### src/rtl/uart_tx_arbiter.sv
// Two-requester round-robin arbiter in front of a UART transmitter.
// Supports ownership locking for back-to-back bytes and a WAIT-state timeout.
module uart_tx_arbiter #(
   parameter int DBIT = 8,
   parameter int TOUT = 200000
) (
   input  logic            clk,
   input  logic            reset,
   input  logic            req0,
   input  logic            req1,
   input  logic [DBIT-1:0] data0,
   input  logic [DBIT-1:0] data1,
   input  logic            lock0,
   input  logic            lock1,
   input  logic            tx_done_tick,
   output logic            tx_start,
   output logic [DBIT-1:0] d_in,
   output logic            ack0,
   output logic            ack1,
   output logic [1:0]      grant,
   output logic            busy,
   output logic            timeout_err
);

   localparam int TW = $clog2(TOUT + 1);
   localparam logic [TW-1:0] TLAST = TW'(TOUT - 1);

   localparam logic [1:0] IDLE = 2'd0;
   localparam logic [1:0] SEND = 2'd1;
   localparam logic [1:0] WAIT = 2'd2;
   localparam logic [1:0] DONE = 2'd3;

   logic [1:0]    state;
   logic [TW-1:0] timer;
   logic          last_owner;
   logic          locked;
   logic          owner;
   logic          hold;
   logic          win;

   assign owner = grant[1];

   // A locked owner keeps the bus only while it is still requesting.
   assign hold = locked && (last_owner ? req1 : req0);
   assign win  = hold ? last_owner : ((req0 && req1) ? ~last_owner : req1);

   assign tx_start    = (state == SEND);
   assign busy        = (state != IDLE);
   assign ack0        = (state == DONE) && grant[0];
   assign ack1        = (state == DONE) && grant[1];
   assign timeout_err = (state == WAIT) && (timer == TLAST) && !tx_done_tick;

   always_ff @(posedge clk or negedge reset) begin
      if (!reset) begin
         state      <= IDLE;
         timer      <= '0;
         last_owner <= 1'b1;
         locked     <= 1'b0;
         grant      <= '0;
         d_in       <= '0;
      end else begin
         case (state)
            IDLE: begin
               if (locked && !hold)
                  locked <= 1'b0;
               if (req0 || req1) begin
                  d_in  <= win ? data1 : data0;
                  grant <= win ? 2'b10 : 2'b01;
                  state <= SEND;
               end
            end
            SEND: begin
               timer <= '0;
               state <= WAIT;
            end
            WAIT: begin
               if (tx_done_tick) begin
                  state <= DONE;
               end else if (timer == TLAST) begin
                  last_owner <= owner;
                  locked     <= 1'b0;
                  grant      <= '0;
                  timer      <= '0;
                  state      <= IDLE;
               end else begin
                  timer <= timer + TW'(1);
               end
            end
            DONE: begin
               last_owner <= owner;
               locked     <= owner ? lock1 : lock0;
               grant      <= '0;
               state      <= IDLE;
            end
            default: state <= IDLE;
         endcase
      end
   end

endmodule

### config.mk
export PLATFORM = sky130hd
export DESIGN_NAME = uart_tx_arbiter
export DESIGN_NICKNAME = d
export VERILOG_FILES = /design/src/rtl/uart_tx_arbiter.sv
export SDC_FILE = /design/constraint.sdc
export NUM_CORES = 1
export LEC_CHECK = 0
export CORE_ASPECT_RATIO = 1.1
export CORE_MARGIN = 4
export CORE_UTILIZATION = 45
export DETAILED_ROUTE_END_ITERATION = 12
export MAX_ROUTING_LAYER = met4
export PLACE_DENSITY_LB_ADDON = 0.3
export SLEW_MARGIN = 0
export SYNTH_ARGS = -nofsm -noshare
export SYNTH_HDL_FRONTEND = slang
export SYNTH_SLANG_ARGS = --single-unit
### constraint.sdc
create_clock -name clk -period 4.1 [get_ports clk]
set_input_delay 0.82 -clock clk [delete_from_list [all_inputs] [get_ports clk]]
set_output_delay 0.82 -clock clk [all_outputs]
set_load 0.02 [all_outputs]
==> results of run 1 <==
report_power, final:
part / total, mW / internal (mW) / switching [mW]
Combinational: 0.487 / 0.228 / 0.260
Sequential: 0.482 / 0.395 / 0.0873
Clock: 0.241 / 0.137 / 0.105
Total: 1.21 / 0.760 / 0.451
critical path: stages:
cell             delay [ns]
clkdlybuf4s50_1        0.47
nor2_1                 0.20
nand3_1                0.09
nor3_1                 0.15
clkdlybuf4s50_1        0.63
cells in the final DEF (no fill, tap or decap), types with 2 or more instances in the layout:
cell type,instances
xor2_1,12
a21boi_2,2
and2_1,2
nor3b_1,3
nor2_1,18
o21bai_1,2
and4_1,3
nand2b_1,5
or4_4,2
buf_4,2
a22oi_1,2
clkbuf_1,2
o21ai_0,11
nand2_1,21
clkbuf_8,6
nand3_1,13
inv_1,3
o211ai_1,2
mux2i_1,11
and3_1,7
xnor2_1,2
or2_2,2
clkdlybuf4s50_1,37
dfrtp_1,31
nand4_1,5
flip-flops by register name, indices dropped and copies added, names as in the netlist:
| name | count |
|---|---|
| timer | 18 |
| state | 2 |
| locked | 1 |
| grant | 2 |
| last_owner | 1 |
| d_in | 8 |
cell families (layout without fill, tap and decap cells):
| logic type | Yosys count | count (layout) | share of synthesized area [%] |
|---|---|---|---|
| XOR/XNOR | 14 | 14 | 6.980 |
| buffers and inverters | 11 | 50 | 2.920 |
| AO/OA/AOI/OAI | 26 | 26 | 10.26 |
| multiplexers | 12 | 12 | 6.909 |
| flip-flops | 32 | 32 | 45.66 |
| AND/OR/NAND/NOR | 88 | 88 | 26.57 |
| adder cells (fa/ha/maj) | 1 | 1 | 0.7121 |
path summary, 6_finish.rpt:
path | startpoint | to | slack (ns) | cells past startpoint
max in group asynchronous | reset | last_owner | 2.85 | 2
worst max register to register | timer[0] | last_owner | 2.00 | 6
worst max-delay path | tx_done_tick | timeout_err | 0.92 | 5
worst min-delay path | d_in[0] | d_in[0] | 0.48 | 2
worst min register to register | d_in[0] | d_in[0] | 0.48 | 2
min in group asynchronous | reset | timer[2] | 0.93 | 2
cells in the mapped netlist (all sizes together):
library cell	count	area share, %
dfrtp	31	44
nand2	22	5.1
nor2	18	3.8
nand3	13	3.7
xor2	12	6.0
mux2i	11	6.3
o21ai	11	3.1
and3	7	2.5
clkbuf	5	1.1
nand2b	5	1.8
nand4	5	1.8
and4	3	1.5
buf	3	1.2
inv	3	0.64
nor3b	3	1.3
a21boi	2	1.3
a22oi	2	0.85
and2	2	0.71
o211ai	2	0.85
o21bai	2	0.85
or2	2	0.71
or4	2	1.3
xnor2	2	1.0
a211o	1	0.50
a21oi	1	0.28
a31oi	1	0.36
a32oi	1	0.50
dfstp	1	1.5
ha	1	0.71
mux2	1	0.64
nand4b	1	0.50
nor2b	1	0.36
nor3	1	0.28
nor4	1	0.36
o211a	1	0.57
o221ai	1	0.50
o311a	1	0.57
or3	1	0.36
or3b	1	0.50
area by class of cell:
class / count / share of cell area, %
clock buffer: 8 / 3.996
inverter: 3 / 0.4994
multi-input combinational: 141 / 40.07
sequential: 32 / 35.57
tap: 50 / 2.775
timing repair buffer: 39 / 17.09
routing by layer:
layer  GRT usage (%)  vias to the layer above
li1                -                      725
met1           18.96                      673
met2           25.41                       41
met3           5.810                        7
met4           7.432                        0
met5               -                        -
stage by stage:
stage | util (%) | area (um2) | hold slack [ns] | worst slack (ns) | power (mW)
global placement | 58.31 | 2165 | 0.4614 | 0.9261 | 0.9729
detailed placement | 58.31 | 2165 | 0.4692 | 0.9072 | 0.9772
floorplan | - | 1757 | 0.4854 | 1.760 | 0.7835
global route | 60.73 | 2255 | 0.5183 | 0.8135 | 1.295
finish | 60.73 | 2255 | 0.4764 | 0.9165 | 1.211
CTS | 60.73 | 2255 | 0.4847 | 0.9036 | 1.227
==> impl_metrics.toml, run 1 <==
[floorplanning]
top_level_ports = 38
fp-row-count = 23
core_region_area_um2 = 3712
die_h_um = 73.53
chipWidth_um = 67.57
start_util_pct = 47.32
fp.dieArea_um2 = 4968

[timing]
finalSetupTns_ns = 0
min_period_over_period_pct = 77.65
finalClockSkew_ns = 0.003082
max-slew-margin-rel_pct = 68.19
finalSetupViolations = 0
layout_min_cycle_time_ns = 3.184
hold_viol = 0
max_freq_mhz = 314.1
worst_slew_pin_slew_ns = 0.4772
drv_slew = 0
grt_setup_unrepaired = "no"

[routing]
drc = 0
wl_per_cell_um = 13.08
postRouteAntennaNets = 0
top_layer_used = "met4"
vias_per_cell = 5.297
route.met2.wl_mm = 1.630
wl_met1_mm = 1.648
initialDrtViolationCount = 108
dr.pass1.iters = 4
routed-wl-met3_um = 234
routed_wirelength_mm = 3.572
vias = 1446

[finish]
num-fill-cells = 328
final_cell_count_no_fill = 273
drive_above_1_share_pct = 7.175
regArea_um2 = 802.0
multi_input_area_um2 = 903.4
antennaDiodeCount = 0
fin_nets = 246
area.growth.synth_to_final_pct = 28.35

[cts]
ctsResizeCount = 0
clock_path_buffers = 2
h-tree-depth = 2
clock_latency_ns = 0.28
hold_buffers = 0
root_buffer = "clkbuf_8"
cts.sinks = 32
postCtsSetupRepairBufs = 0
clk_pin_slew_ns = 0.06
numCtsBuffers = 5
tritoncts = "yes"

[placement]
dp_hpwl_mm = 2.577
io_buffers = 37
post-place-cells = 265
gp_congestion = 0.8522

[worst_hold_path]
hp-class = "reg -> reg"

[global_routing]
antenna_found_initial = 0
grt_pass1_vias = 1350
gr-usage-all-layers_pct = 16.41
grt_overflow = 0
grt_first_pass_wirelength_mm = 5.920
grt_max_degree = 33

[yosys]
yosysWarningCount = 0
syn-cell-area_um2 = 1757
avgSynthCellArea_um2 = 9.547
synth_seq_cells = 32
synthCells = 184
synth-seq-area-share_pct = 45.66
synth_nets = 208
synth_cell_types = 41

[critical_path]
path_class = "in -> out"
arrival_ns = 2.36
cp-end-kind = "output pin"
cp-start-kind = "input port"
worstPathRequired_ns = 3.28
critPathMaxFanout = 6

[power]
powerDensity_nw_per_um2 = 537.1
p_leak_nw = 1.020
peakVddDrop_uv = 313.6

[run_status]
status = "completed"

[job]
drv_cap = 0
Note: power is estimated with default switching activity, not from simulation.
==> run 2: changes to the inputs <==
==> constraint.sdc (replaced) <==
create_clock -name clk -period 3.2 [get_ports clk]
set_input_delay 0.64 -clock clk [delete_from_list [all_inputs] [get_ports clk]]
set_output_delay 0.64 -clock clk [all_outputs]
set_load 0.02 [all_outputs]
==> run 2 against run 1 <==
  * Design area is 0.33% higher
  * Power increased by 30%
  * Global-route usage rose by 0.92 points
  * Sequential share of layout area decreased by 0.12 points
  * Critical path depth unchanged
  * Die area stayed put
  * Register-to-register slack worse by 0.85 ns
  * Clock-buffer cell count is the same
  * Sequential power is 24% higher
  * Largest power group unchanged
==> impl_metrics.toml, run 2 (synthesis gave the netlist of run 1 again) <==
[critical_path]
critPathTopFamily = "buffers and inverters"
worstPathRequired_ns = 2.56
crit_chain = "clkdlybuf4s50_1 -> nor2_1 -> nand3_1 -> nor3_1 -> clkdlybuf4s50_1"
worst-path-stages = 5
critPathMostFrequentCell = "clkdlybuf4s50_1"
critPathMaxFanout = 6
cp-end-kind = "output pin"
path_buf_inv = 2
arrival_ns = 2.29
r2r_cells = 6
path_class = "in -> out"
cp-start-kind = "input port"
cpMaxStageDelayCell = "clkdlybuf4s50_1"
slowest_delay_ns = 0.64

[floorplanning]
die_h_um = 73.53
core_region_area_um2 = 3712
start_util_pct = 47.32
chipWidth_um = 67.57
top_level_ports = 38
fp-row-count = 23
fp.dieArea_um2 = 4968

[cts]
numCtsBuffers = 5
hold_buffers = 0
tritoncts = "yes"
h-tree-depth = 2
clk_pin_slew_ns = 0.06
postCtsSetupRepairBufs = 0
ctsResizeCount = 0
cts.sinks = 32
root_buffer = "clkbuf_8"
clock_latency_ns = 0.28
clock_path_buffers = 2

[routing]
drc = 0
dr.pass1.iters = 4
wl_per_cell_um = 13.22
postRouteAntennaNets = 0
vias_per_cell = 5.172
vias = 1417
initialDrtViolationCount = 96
routed_wirelength_mm = 3.621

[worst_hold_path]
hold_depth = 2
hp-class = "reg -> reg"

[finish]
largest_register = "timer"
drive_above_1_share_pct = 7.589
fin_nets = 247
area.growth.synth_to_final_pct = 28.77
reg_top3 = "timer: 18 flops, d_in: 8 flops"
regArea_um2 = 802.0
design_area_um2 = 2262
largest_reg_flops = 18
layout_common_cells = "clkdlybuf4s50_1 (37), dfrtp_1 (31), nand2_1 (21)"
num-fill-cells = 328
antennaDiodeCount = 0
final_common_cell = "clkdlybuf4s50_1"
multi_input_area_um2 = 903.4

[global_routing]
antenna_found_initial = 0
grt_pass1_vias = 1327
grt_overflow = 0
grt_max_degree = 33
gr-usage-all-layers_pct = 17.34
grt_first_pass_wirelength_mm = 6.210

[job]
drv_cap = 0

[placement]
gp_congestion = 0.8507
io_buffers = 37
placed_area_um2 = 2172
dp_hpwl_mm = 2.615

[timing]
max_freq_mhz = 341.4
drv_slew = 0
max-slew-margin-rel_pct = 58.59
hold_viol = 0
worst_slew_pin_slew_ns = 0.6199
hold_ws_ns = 0.4776
grt_setup_unrepaired = "no"
layout_min_cycle_time_ns = 2.929
finalSetupViolations = 0
finalSetupTns_ns = 0
min_period_over_period_pct = 91.52
finalClockSkew_ns = 0.008142

[run_status]
status = "completed"

[power]
powerDensity_nw_per_um2 = 694.8
peakVddDrop_uv = 360.7
p_leak_nw = 1.025
==> run 2: cell types whose count changed in the layout (fill, tap and decap cells not counted), sizes merged <==
cell | previous run | this run
buf | 2 | 3
==> run 2: area by class of cell <==
cell class / instances / share of cell area (%)
well taps: 50 / 2.765
repair buffers: 40 / 17.37
multi-input cells: 141 / 39.93
flip-flops and latches: 32 / 35.45
clock buffers: 8 / 3.982
inverters: 3 / 0.4978
==> run 2: worst paths after layout <==
path,start,end,slack [ns]
max,tx_done_tick,timeout_err,0.27
min,d_in[6],d_in[6],0.48
max reg2reg,timer[0],last_owner,1.15
min reg2reg,d_in[6],d_in[6],0.48
max in group asynchronous,reset,last_owner,2.13
min in group asynchronous,reset,state[1],0.75
==> run 2: tightest hold or removal path, cell delays in order, from the launching register on <==
cell	delay, ns
dfrtp_1	0.34
nand2_1	0.04
o21ai_0	0.06
==> run 2: where the power goes <==
| part | switching (mW) | total [mW] | internal, mW |
|---|---|---|---|
| combinational | 0.361 | 0.661 | 0.300 |
| clock | 0.140 | 0.315 | 0.175 |
| sequential | 0.0893 | 0.596 | 0.507 |
| total | 0.590 | 1.57 | 0.982 |
==> run 2: per-layer routing <==
layer | vias up | GRT usage (%) | wire (um)
met4 | 0 | 6.757 | 63
li1 | 725 | - | -
met5 | - | - | 0
met2 | 35 | 26.27 | 1660
met3 | 6 | 6.269 | 224
met1 | 651 | 20.91 | 1674
==> run 2: stage by stage <==
| stage | util [%] | power (mW) | instances | setup WS (ns) |
|---|---|---|---|---|
| floorplan | - | 1.004 | 184 | 1.103 |
| global placement | 58.51 | 1.259 | 266 | 0.3828 |
| detailed placement | 58.51 | 1.269 | 266 | 0.2817 |
| CTS | 60.94 | 1.593 | 274 | 0.2775 |
| global route | 60.94 | 1.688 | 274 | 0.1892 |
| finish | 60.94 | 1.572 | 274 | 0.2712 |
